**src/rtl/conv_operand_buffer.sv**
```systemverilog
// rtl/conv_operand_buffer.sv - writable image/filter store that streams K x K sliding windows
// Optional macro CONV_DEFAULT_INIT_EN: reset loads fixed operands (default parameters only).
module conv_operand_buffer #(
    parameter int DATA_W = 8,
    parameter int IN_H   = 4,
    parameter int IN_W   = 4,
    parameter int K      = 3,
    localparam int NPIX  = IN_H * IN_W,
    localparam int NFLT  = K * K,
    localparam int OH    = IN_H - K + 1,
    localparam int OW    = IN_W - K + 1,
    localparam int AW    = (NPIX > 1) ? $clog2(NPIX) : 1,
    localparam int RW    = (OH > 1) ? $clog2(OH) : 1,
    localparam int CW    = (OW > 1) ? $clog2(OW) : 1
) (
    input  logic                     clk,
    input  logic                     rst,
    input  logic                     wr_en,
    input  logic                     wr_sel,
    input  logic [AW-1:0]            wr_addr,
    input  logic [DATA_W-1:0]        wr_data,
    input  logic                     start,
    output logic                     busy,
    output logic                     win_valid,
    input  logic                     win_ready,
    output logic [NFLT*DATA_W-1:0]   win_data,
    output logic [NFLT*DATA_W-1:0]   filt_data,
    output logic [RW-1:0]            win_row,
    output logic [CW-1:0]            win_col,
    output logic                     win_last,
    output logic                     done
);

    localparam logic [1:0] S_IDLE = 2'd0;
    localparam logic [1:0] S_RUN  = 2'd1;
    localparam logic [1:0] S_DONE = 2'd2;

    localparam logic [RW-1:0] R_LAST = RW'(OH - 1);
    localparam logic [CW-1:0] C_LAST = CW'(OW - 1);

`ifdef CONV_DEFAULT_INIT_EN
    localparam bit USE_DEFAULT = (DATA_W == 8) && (IN_H == 4) && (IN_W == 4) && (K == 3);
    // Element 0 sits in the least significant byte.
    localparam logic [127:0] INIT_IMG = {
        8'd234, 8'd232, 8'd151, 8'd12,  8'd246, 8'd253, 8'd9,   8'd120,
        8'd140, 8'd71,  8'd40,  8'd169, 8'd68,  8'd61,  8'd225, 8'd15
    };
    localparam logic [71:0] INIT_FLT = {
        8'd188, 8'd255, 8'd9, 8'd69, 8'd241, 8'd117, 8'd212, 8'd196, 8'd175
    };
`endif

    logic [1:0]        state;
    logic [RW-1:0]     r;
    logic [CW-1:0]     c;
    logic [DATA_W-1:0] img  [NPIX];
    logic [DATA_W-1:0] filt [NFLT];
    logic              wr_img;
    logic              wr_flt;

    assign wr_img    = wr_en && !wr_sel && (state == S_IDLE);
    assign wr_flt    = wr_en &&  wr_sel && (state == S_IDLE);
    assign busy      = (state == S_RUN);
    assign win_valid = (state == S_RUN);
    assign done      = (state == S_DONE);
    assign win_last  = win_valid && (r == R_LAST) && (c == C_LAST);
    assign win_row   = r;
    assign win_col   = c;

    // Out-of-range addresses match no entry and are therefore dropped.
    always_ff @(posedge clk) begin
        for (int i = 0; i < NPIX; i++) begin
            if (rst) begin
`ifdef CONV_DEFAULT_INIT_EN
                img[i] <= USE_DEFAULT ? DATA_W'(INIT_IMG[(i % 16) * 8 +: 8]) : '0;
`else
                img[i] <= '0;
`endif
            end else if (wr_img && (wr_addr == AW'(i))) begin
                img[i] <= wr_data;
            end
        end
        for (int i = 0; i < NFLT; i++) begin
            if (rst) begin
`ifdef CONV_DEFAULT_INIT_EN
                filt[i] <= USE_DEFAULT ? DATA_W'(INIT_FLT[(i % 9) * 8 +: 8]) : '0;
`else
                filt[i] <= '0;
`endif
            end else if (wr_flt && (wr_addr == AW'(i))) begin
                filt[i] <= wr_data;
            end
        end
    end

    always_ff @(posedge clk) begin
        if (rst) begin
            state <= S_IDLE;
            r     <= '0;
            c     <= '0;
        end else begin
            case (state)
                S_IDLE: begin
                    if (start) begin
                        state <= S_RUN;
                        r     <= '0;
                        c     <= '0;
                    end
                end
                S_RUN: begin
                    if (win_ready) begin
                        if (win_last) begin
                            state <= S_DONE;
                            r     <= '0;
                            c     <= '0;
                        end else if (c == C_LAST) begin
                            c <= '0;
                            r <= r + 1'b1;
                        end else begin
                            c <= c + 1'b1;
                        end
                    end
                end
                S_DONE:  state <= S_IDLE;
                default: state <= S_IDLE;
            endcase
        end
    end

    // Window contents follow r/c directly; storage cannot change while a sweep runs.
    always_comb begin
        win_data = '0;
        if (win_valid) begin
            for (int i = 0; i < NFLT; i++) begin
                win_data[i*DATA_W +: DATA_W] =
                    img[AW'((int'(r) + i / K) * IN_W + int'(c) + i % K)];
            end
        end
    end

    always_comb begin
        filt_data = '0;
        for (int i = 0; i < NFLT; i++) begin
            filt_data[i*DATA_W +: DATA_W] = filt[i];
        end
    end

endmodule

```
**config.mk**
```make
export PLATFORM = sky130hd
export DESIGN_NAME = conv_operand_buffer
export DESIGN_NICKNAME = d
export VERILOG_FILES = /design/src/rtl/conv_operand_buffer.sv
export SDC_FILE = /design/constraint.sdc
export NUM_CORES = 1
export LEC_CHECK = 0
export CORE_MARGIN = 2
export CORE_UTILIZATION = 45
export DETAILED_ROUTE_END_ITERATION = 12
export GPL_ROUTABILITY_DRIVEN = 0
export PLACE_DENSITY = 0.72
export SYNTH_ARGS = -nofsm -noshare
export SYNTH_HDL_FRONTEND = slang
export SYNTH_SLANG_ARGS = --single-unit
```
**constraint.sdc**
```tcl
create_clock -name clk -period 2 [get_ports clk]
set_input_delay 0.3 -clock clk [delete_from_list [all_inputs] [get_ports clk]]
set_output_delay 0.3 -clock clk [all_outputs]
set_load 0.02 [all_outputs]
```
-- Word-level counts from Yosys, hierarchy flattened
Memory sizes are Yosys's and may differ from the RTL's.
Index checks and enable logic that the tools add are counted.
- add/subtract/negate cells: 13
- multiply operators: 0
- divide/modulo/power cells: 0
- order comparisons: 0
- eq/ne operators: 21
- shift-type cells: 0
- multiplexer cells: 116
- bitwise logic cells: 25
- reduce and logical (&&, ||, !) cells: 38
- operators with widths (kind ; count):
    8-bit 2-to-1 mux ; 25
    1-bit 2-to-1 mux ; 84
    72-bit 2-to-1 mux ; 1
    4-bit equality test (second input constant) ; 8
    1-bit logical AND ; 31
    1-bit bitwise OR ; 25
    4-bit by 2-bit adder with 4-bit output (second input constant) ; 6
    4-bit by 3-bit equality test with 1-bit output (second input constant) ; 4
    4-bit by 1-bit adder with 4-bit output ; 2
    4-bit by 2-bit equality test with 1-bit output (second input constant) ; 2
    2-bit 2-to-1 mux ; 3
    3-bit AND reduction ; 2
    3-bit by 1-bit adder with 4-bit output ; 1
    4-bit by 1-bit equality test with 1-bit output (second input constant) ; 1
    4-bit zero test ; 1
    2-bit by 1-bit != test with 1-bit output (second input constant) ; 2
    1-bit case mux with 2 select lines ; 2
    2-bit case mux with 2 select lines ; 1
    4-bit AND reduction ; 1
    3-bit by 2-bit != test with 1-bit output (second input constant) ; 1
    1-bit adder (second input constant) ; 2
    1-bit by 1-bit adder with 2-bit output (second input constant) ; 1
    1-bit by 2-bit adder with 2-bit output (second input constant) ; 1
    2-bit by 1-bit equality test with 1-bit output (second input constant) ; 1
    other kinds (5) ; 5
- register bits: 4
- latch bits: 0
- memory bits (writable): 200
- ROM bits: 0
- input bits: 18
- output and inout bits: 150
- logic and storage cells: 218
- memories: 2
- memory list (name ; depth ; bits a word ; read ports ; clocked after Yosys merged registers in ; wr ports ; line ; RTL):
    img ; 16 ; 8 ; 9 ; 0 ; 16 ; 56 ; logic [DATA_W-1:0] img [NPIX];
    filt ; 9 ; 8 ; 9 ; 0 ; 9 ; 57 ; logic [DATA_W-1:0] filt [NFLT];

-- Logic depth before layout (Yosys ltp)
- depth in word-level cells: 8
- depth in mapped cells: 6
- gate-level depth less buffers: 3

-- Worst setup path before layout
OpenSTA, ideal clock, no wires.
- kind: register -> output
- from: register c (netlist: win_col)
- to: output port win_data[6]
- data arrival time: 1691 ps
- data required time: 1700 ps
- path slack: 9 ps
- cell stages (with the launch flop): 6
- buffers on the path: 3
- cell sequence: dfxtp_1 > buf_2 > buf_2 > buf_2 > mux4_2 > and2_1
- cells in the longest elaborated chain, start to end: 3
- RTL lines (element ; line ; RTL):
    start, declared ; 55 ; logic [CW-1:0] c;
    start signal, assigned ; 120 ; c <= c + 1'b1;
    3-bit by 1-bit adder with 4-bit output ; 136 ; img[AW'((int'(r) + i / K) * IN_W + int'(c) + i % K)];
    memory read 16 x 8 bit ; -- ;
    72-bit 2-to-1 mux ; 133 ; if (win_valid) begin
    end, declared ; 26 ; output logic [NFLT*DATA_W-1:0] win_data,
No other way between the ends.

-- Worst setup path after layout
- from: register c (netlist: win_col)
- to: output port win_data[28]
- cells in the longest elaborated chain, start to end: 3
- RTL lines (element ; line):
    4-bit by 1-bit adder with 4-bit output ; 136
    memory read 16 x 8 bit ; --
    72-bit 2-to-1 mux ; 133
No other way between the ends.

==> run metrics <==
row cnt 54; Worst Setup Start Kind flop; RSZ-0062 raised after global routing yes; die area approximately 23000 um^2; clk_skew approximately 0.019 ns; sequential share of the synthesized area 0.6098; Crit. Startpoint win_col; Boundary Pins about 170; R2R Setup Slk approximately 0.18 ns; max cap viols 0; Initial Utilization 0.4573; Synth-to-Final Area Change 42.53%; peak fanout along the critical path 8; synthesized area per cell ~14 um^2; Peak VDD IR between 0.0008 and 0.0009 V; Slew @ Worst Pin ~0.5 ns; Longest Clk Path Bufs 3; Pwr per Cell Area 721.5 nW/um^2; clock sink total 204; Worst-path clk slew ~0.06 ns; Slew Limit Headroom 0.6651; cts bufs inserted 22; Inst Count DP approximately 1200; crit path time final 2.363 ns; total power approximately 10 mW; final net count between 900 and 1000; Synth Register Bits about 200; DRC violations left 0; Syn Nets ~730; Initial DRC Count 683; final instance area 14230 um^2; Synth warnings 0; DRT Pass-1 Iters 5; Critical Path RT approximately 1.7 ns; Die Y roughly 150 um; Port-buffer cells approximately 170; Post-Place Worst Slack -0.1810 ns; wire per inst ~23 um; layout cells sized above 1 0.4174; Unique masters post-synth 38; first-pass GRT wire length approximately 43000 um; setup violators final between 70 and 80; commonest non-fill, non-tap cell in the layout edfxtp_1; dpl hpwl roughly 20000 um; Area after DPL between 10000 and 15000 um^2; violated checks setup timing; Non-Filler Instances 1267; Core Area 21820 um^2; most frequent cells in the layout edfxtp_1 (200), nor2_1 (188), clkdlybuf4s50_1 (89); Synth area leader edfxtp_1; Vias/cell ~5.6; worst path arrival time ~2.1 ns; max-slew violations 0; vias between 7000 and 8000; post-synth top area share 0.6017; vias in the first global route roughly 7000; H-tree depth 1; worst skew pair latency ~0.52 ns; post-synthesis cell area approximately 10000 um^2; worst hold path type in2reg; grt total ovfl 0; GRT Total Usage 0.2374; pin count of the biggest net entering global routing 75; Tcrit/Tclk final 1.182; initial antenna violation count 0; CTS tree yes; hold_ws 0.5352 ns; most area-consuming cells after synthesis edfxtp_1 (60%), mux4_2 (16%), nor2_1 (7.1%); fin util 0.6519; Fin Setup TNS -19.82 ns; PnR worst setup slack -0.3630 ns; Antenna Nets Post-Route 0; clk root buf clkbuf_16; Max Fclk 0.4232 GHz; Min-Delay Startpoint win_ready; Critical R2R Launch state[1]; kind of critical path reg2out; # diodes 0; outcome finished, violations left; DIE WIDTH between 150 and 200 um; Filler cells around 1500; P_leak between 5 and 6 nW; DRT Wirelength slightly below 30000 um; crit path capture type output pin; Cells after Synth approximately 700; Fin. Hold Viols 0
worst max-delay path, cell delays in order, from the launching register on:
cell and delay (ns):
dfxtp_4 0.37, buf_12 0.16, buf_16 0.13, buf_12 0.10
mux4_2 0.50, and2_4 0.18, buf_6 0.12
worst paths after layout:
check,end,cells after the start
max reg2reg,img[8][2],6
min reg2reg,win_row,3
min,state[1],2
max,win_data[28],6
timing repair:
action	in CTS	in global routing
gates cloned	2	7
pin swaps	4	36
resized for setup	366	181
hold buffers	0	0
endpoints found under the setup margin	78	74
setup buffers	16	25
state kept, by name, summed over array words and instances (netlist names):
signal,flops
state,2
img,128
win_row,1
filt,72
win_col,1
final cells by class:
class	count	area, um^2	share of cell area
Clock buffer	30	600.6	0.04222
Clock inverter	8	78.83	0.005541
Multi-Input combinational cell	456	3822	0.2687
Sequential cell	204	6093	0.4283
Tap cell	280	350.3	0.02463
Timing Repair Buffer	289	3281	0.2306
logic make-up (layout without fill, tap and decap cells):
kind of cell	Yosys count	in the layout	synth area share
compound gates	24	24	0.01780
buf+inv	50	327	0.02582
flops	204	204	0.6098
mux	72	72	0.1625
simple gates	360	360	0.1842
cell usage after synthesis (all sizes together):
cell / count
and3: 1
a21boi: 1
clkbuf: 20
o32a: 1
nor4bb: 1
nor2: 206
nand2: 31
nand4: 4
and2b: 3
nor4b: 1
o21bai: 1
nor2b: 11
and3b: 1
and2: 73
buf: 30
mux4: 72
dfxtp: 4
a31o: 2
a21o: 16
a21oi: 2
edfxtp: 200
nand2b: 18
o21ai: 1
nor3: 5
and4bb: 1
nand3: 3
nor4: 1
per-layer routing:
layer  track usage  wire (um)  vias up
met5             0          0        -
met4       0.07055        976        0
met3       0.06720       3319       74
met2        0.3865      14170      435
met1        0.3137      10730     3486
li1              -          -     3107
power breakdown:
group | switching, mW | internal [mW] | total (mW)
Clock | 1.61 | 2.23 | 3.84
Combinational | 0.702 | 0.746 | 1.45
Sequential | 0.117 | 4.85 | 4.97
Total | 2.43 | 7.83 | 10.3
No activity file was read; power rests on OpenSTA's default activity.
==> RTL change 1 (same settings) <==
Make the reset (`rst`) asynchronous in one clocked block.
--- a/src/rtl/conv_operand_buffer.sv
+++ b/src/rtl/conv_operand_buffer.sv
@@ -93,7 +93,7 @@
         end
     end
 
-    always_ff @(posedge clk) begin
+    always_ff @(posedge clk or posedge rst) begin
         if (rst) begin
             state <= S_IDLE;
             r     <= '0;
Function: differs if rst is asserted again (counterexample within 4 cycles, from zero or initial values and one cycle with rst high); with rst held inactive, the same outputs for 4 cycles.
==> RTL change 1 against the unedited design <==
The flow still finishes with violations (setup timing). Final cell count up 0.32%. Utilization increased by 0.32 points. Sequential cell count stayed put. Worst hold slack got worse by 0.17 ns. Maximum frequency is 3.9% lower. Critical endpoint is now win_data[52]. Area after synthesis fell by 1.2%. Synthesized cell count shrank 0.28%. Setup slack worse by 0.096 ns. Critical path type unchanged. Non-clock buffer count is 2 higher. Wire length rose by 5.1%. Sequential share of layout area grew 0.20 points. Final area down 0.13%.
Power is not compared: it rests on default switching activity, and its combinational part moved more than twofold at a synthesized area within 25%.
==> RTL change 1: results (changes against the unedited design) <==
- Layout cells sized above 1: 0.392 (-0.0255)
- R2r setup slk: 0.11 ns (-0.07 ns)
- 1st-iter DRT viols: 624 (-8.6%)
- Async S/R FF share, synth: 0.0196 (+0.0196)
- Largest net degree at the start of global routing: 36 (-52%)
- Synth cell types: 31 (-18%)
- Status: complete, but fails checks
- Total Routing Usage GR: 0.266 (+0.0291)
- Seq/Total Area, Yosys: 0.619 (+0.00922)
- RR Startpoint: state[1]
- Wire per inst: 24.1 um (+4.8%)
- Hold slack final: 0.367 ns (-0.168 ns)
- Fillers: 1478 (-4.0%)
- Die area: 23100 um^2 (-1.1%)
- CP arrival: 2.16 ns (+0.10 ns)
- Final setup fails: 74 (+1.4%)
- Synth top area cells: edfxtp_1 61%, mux4_2 16%, nor2_1 7.9%, and2_1 4.6%, nand2_1 1.5%
- Post-Syn Nets: 726 (-0.27%)
- Failing checks: setup timing
- Setup TNS: -26.51 ns (-6.69 ns)
- Worst Setup Slack, final: -0.459 ns (-0.0957 ns)
- Setup WS pre-CTS: -0.282 ns (-0.101 ns)
- Max-slew headroom: 0.762 (+0.0971)
- Post-DP HPWL: 20900 um (+4.4%)
- Initial antenna violation count: 1 (+1)
- Hold Crit Class: input pin to async pin
- Vias in the first global route: 7469 (+5.4%)
- Post-synth top cells: 207 x nor2_1, 200 x edfxtp_1, 73 x and2_1
- Routed vias: 7331 (+3.2%)
[RTL change 1: cell types whose count changed after synthesis, sizes merged, moves of 3 or more]
cell,unedited run,this run
dfxtp,4,0
clkbuf,20,16
nand2b,18,3
nand2,31,47
nor2b,11,14
buf,30,33
dfrtp,0,4
and2b,3,0
[RTL change 1: logic make-up after synthesis]
| family | Yosys count | share of synthesized area |
|---|---|---|
| compound gates | 19 | 0.0150 |
| buf+inv | 50 | 0.0254 |
| simple gates | 361 | 0.174 |
| flops | 204 | 0.619 |
| mux | 74 | 0.167 |
[RTL change 1: final cells by class]
class / count / area [um^2] / area share
inverters: 1 / 3.75 / 0.000264
multi-input cells: 454 / 3680 / 0.259
repair buffers: 291 / 3360 / 0.237
clock buffers: 28 / 573 / 0.0403
clock inverters: 12 / 123 / 0.00863
well taps: 280 / 350 / 0.0247
diodes: 1 / 2.50 / 0.000176
flip-flops and latches: 204 / 6110 / 0.430
[RTL change 1: per-layer routing]
layer / part of all wire / global-route usage
met2: 0.51 / 0.453
met1: 0.37 / 0.352
met5: 0.00062 / 0
met3: 0.096 / 0.0473
met4: 0.029 / 0.0841
[RTL change 1: power groups by stage]
stage / logic, mW / clock network, mW / registers, mW
after floorplan: 4.14 / 0 / 5.13
after global placement: 7.12 / 0 / 5.15
after detailed placement: 7.15 / 0 / 5.16
after CTS: 9.05 / 3.96 / 5.07
after global routing: 9.70 / 4.13 / 5.10
final: 9.28 / 3.92 / 5.08
[RTL change 1: per-stage QoR]
stage,power (mW),area (um^2),instances
final,18.3,14200,1271
after floorplan,9.27,9860,708
after global placement,12.3,12800,1201
after CTS,18.1,14200,1272
after detailed placement,12.3,12800,1201
after global routing,18.9,14200,1270
[RTL change 1: worst max-delay path, cell delays in order, from the launching register on]
cell	delay (ns)
dfrtp_4	0.55
buf_12	0.17
buf_12	0.11
mux4_2	0.52
and2_4	0.16
buf_6	0.12
[RTL change 1: what timing repair did]
item / 4_1_cts / 5_1_grt
gates resized for setup: 482 / 54
setup endpoints to repair: 78 / 76
buffers inserted: 21 / 2
pin swaps: 44 / 10
gates cloned: 10 / 0
[RTL change 1: worst max-delay path by stage]
stage             from      endpoint  cells after the start
2_1_floorplan  win_row  win_data[10]                      4
3_3_place_gp   win_col  win_data[47]                      4
3_5_place_dp   win_col  win_data[39]                      4
4_1_cts        win_row  win_data[62]                      5
5_1_grt        win_row  win_data[52]                      5
6_report       win_row  win_data[52]                      5
==> RTL change 2 (same settings) <==
Made on the original files. Change the parameter `IN_W` from 4 to 2.
--- a/src/rtl/conv_operand_buffer.sv
+++ b/src/rtl/conv_operand_buffer.sv
@@ -3,7 +3,7 @@
 module conv_operand_buffer #(
     parameter int DATA_W = 8,
     parameter int IN_H   = 4,
-    parameter int IN_W   = 4,
+    parameter int IN_W   = 2,
     parameter int K      = 3,
     localparam int NPIX  = IN_H * IN_W,
     localparam int NFLT  = K * K,
Interface: changed (resized wr_addr); port bits go from 168 to 167. The function was not compared with the original's and may differ.
==> RTL change 2 against the unedited design <==
The flow still finishes with violations (setup timing). First-iteration DRC count fell by 12%. Clock power fell by 8.1%. Wire length fell by 19%. Area after synthesis fell by 24%. Setup slack got worse by 0.052 ns. Maximum frequency fell by 2.2%. Sequential cell count fell by 72. Power fell by 19%. Final area fell by 22%.
==> RTL change 2: results (changes against the unedited design) <==
- Worst Setup Slack, final: -0.416 ns (-0.0525 ns)
- Routed met1 length: 9450 um (-12%)
- Placed cells: 1008 (-15%)
- Clk Latency, worst-skew pair: 0.41 ns (-0.11 ns)
- Max stage delay cell, worst path: dfxtp_4
- Top pwr grp: the clock network
- Final cell count without fillers: 1062 (-16%)
- Hold_sp: start
- Lkg Pwr: 4.10 nW (-21%)
- Post-Syn Nets: 655 (-10%)
- Setup WS pre-CTS: -0.611 ns (-0.430 ns)
- Post-synth EDFFs: 128 (-36%)
- Hold slack final: 0.596 ns (+0.0605 ns)
- Post_cts resized: 386 (+5.5%)
- Post-synth top cells: 131 x nor2_1, 128 x edfxtp_1, 39 x nand2_1
- Reg2reg path depth: 4 (-2)
- Post-Route WL: 23500 um (-19%)
- Total CTS buffers: 17 (-23%)
- Vias in the first global route: 6105 (-14%)
- Status: complete, but fails checks
- Area after DPL: 9860 um^2 (-22%)
- WL met2: 11100 um (-22%)
- Synth Area in Adders: 0.00331 (+0.00331)
- Seq/Total Area, Yosys: 0.519 (-0.0903)
- CP arrival: 2.12 ns (+0.06 ns)
- Final setup fails: 72 (-1.4%)
- Hold Path Cell Cnt: 3 (+1)
- Mux cell area share after synthesis: 0.187 (+0.0240)
- Hold Crit Endpoint: state[0]
- R2r setup slk: 0.30 ns (+0.12 ns)
- Biggest regs: filt: 64 flops, img: 64 flops, state: 2 flops
- Max rail drop VDD: 763 uV (-8.8%)
- Clk_skew: 0.00516 ns (-0.0139 ns)
- Post-CTS setup buffers: 9 (-7)
- Crit path largest cell delay: 0.39 ns (-0.11 ns)
- Worst slew pin tran: 0.353 ns (-0.148 ns)
- First-pass GRT wire length: 35100 um (-17%)
- Total power draw: 8.30 mW (-19%)
- Combinational cell power: 1.51 mW (+4%)
- Layout cells sized above 1: 0.409 (-0.00888)
- Compound-Gate Fraction of Synth Area: 0.0629 (+0.0451)
- Failing checks: setup timing
- RR Startpoint: state[0]
- Total Routing Usage GR: 0.258 (+0.0210)
- H-tree Lvls: 4 (+3)
- Setup crit end: win_data[8]
- Synth cell types: 41 (+7.9%)
- Post-DP HPWL: 15900 um (-20%)
- Met3 routed WL: 2360 um (-29%)
- Synth top area cells: edfxtp_1 51%, mux4_2 8.9%, nor2_1 6.5%, mux2_2 4.8%, mux2i_1 4.2%
- DR vias/cell: 5.79 (+3.2%)
- Internal power: 6.24 mW (-20%)
- Synthesized instance count: 636 (-10%)
- Buffers on Ports: 166 (-0.60%)
- Register share of total power: 0.393 (-0.091)
- Critical Path Fanout Max: 6 (-2)
- R2r endpoint: filt[0][0]
[RTL change 2: changes by cell type in the layout (fill, tap and decap cells not counted), sizes merged, moves of 32 or more]
cell,change
and2,-39
buf,-43
edfxtp,-72
mux2,+32
mux2i,+32
mux4,-40
nor2,-75
o22ai,+32
[RTL change 2: layout make-up]
| class | instances | area, um^2 |
|---|---|---|
| Clock buffer | 17 | 425 |
| Multi-Input combinational cell | 426 | 3730 |
| Tap cell | 220 | 275 |
| Inverter | 3 | 16.3 |
| Clock inverter | 15 | 253 |
| Fill cell | 1142 | 5400 |
| Sequential cell | 132 | 3930 |
| Timing Repair Buffer | 249 | 2500 |
[RTL change 2: tightest hold or removal path, delay by kind of cell]
family | cells | cell delay, ns
buf+inv | 1 | 0.40
compound gates | 1 | 0.20
simple gates | 1 | 0.06
[RTL change 2: metal layers]
metal,up-vias,global-route usage
li1,2707,-
met2,348,0.398
met5,-,0
met4,0,0.0993
met3,50,0.0833
met1,3040,0.342
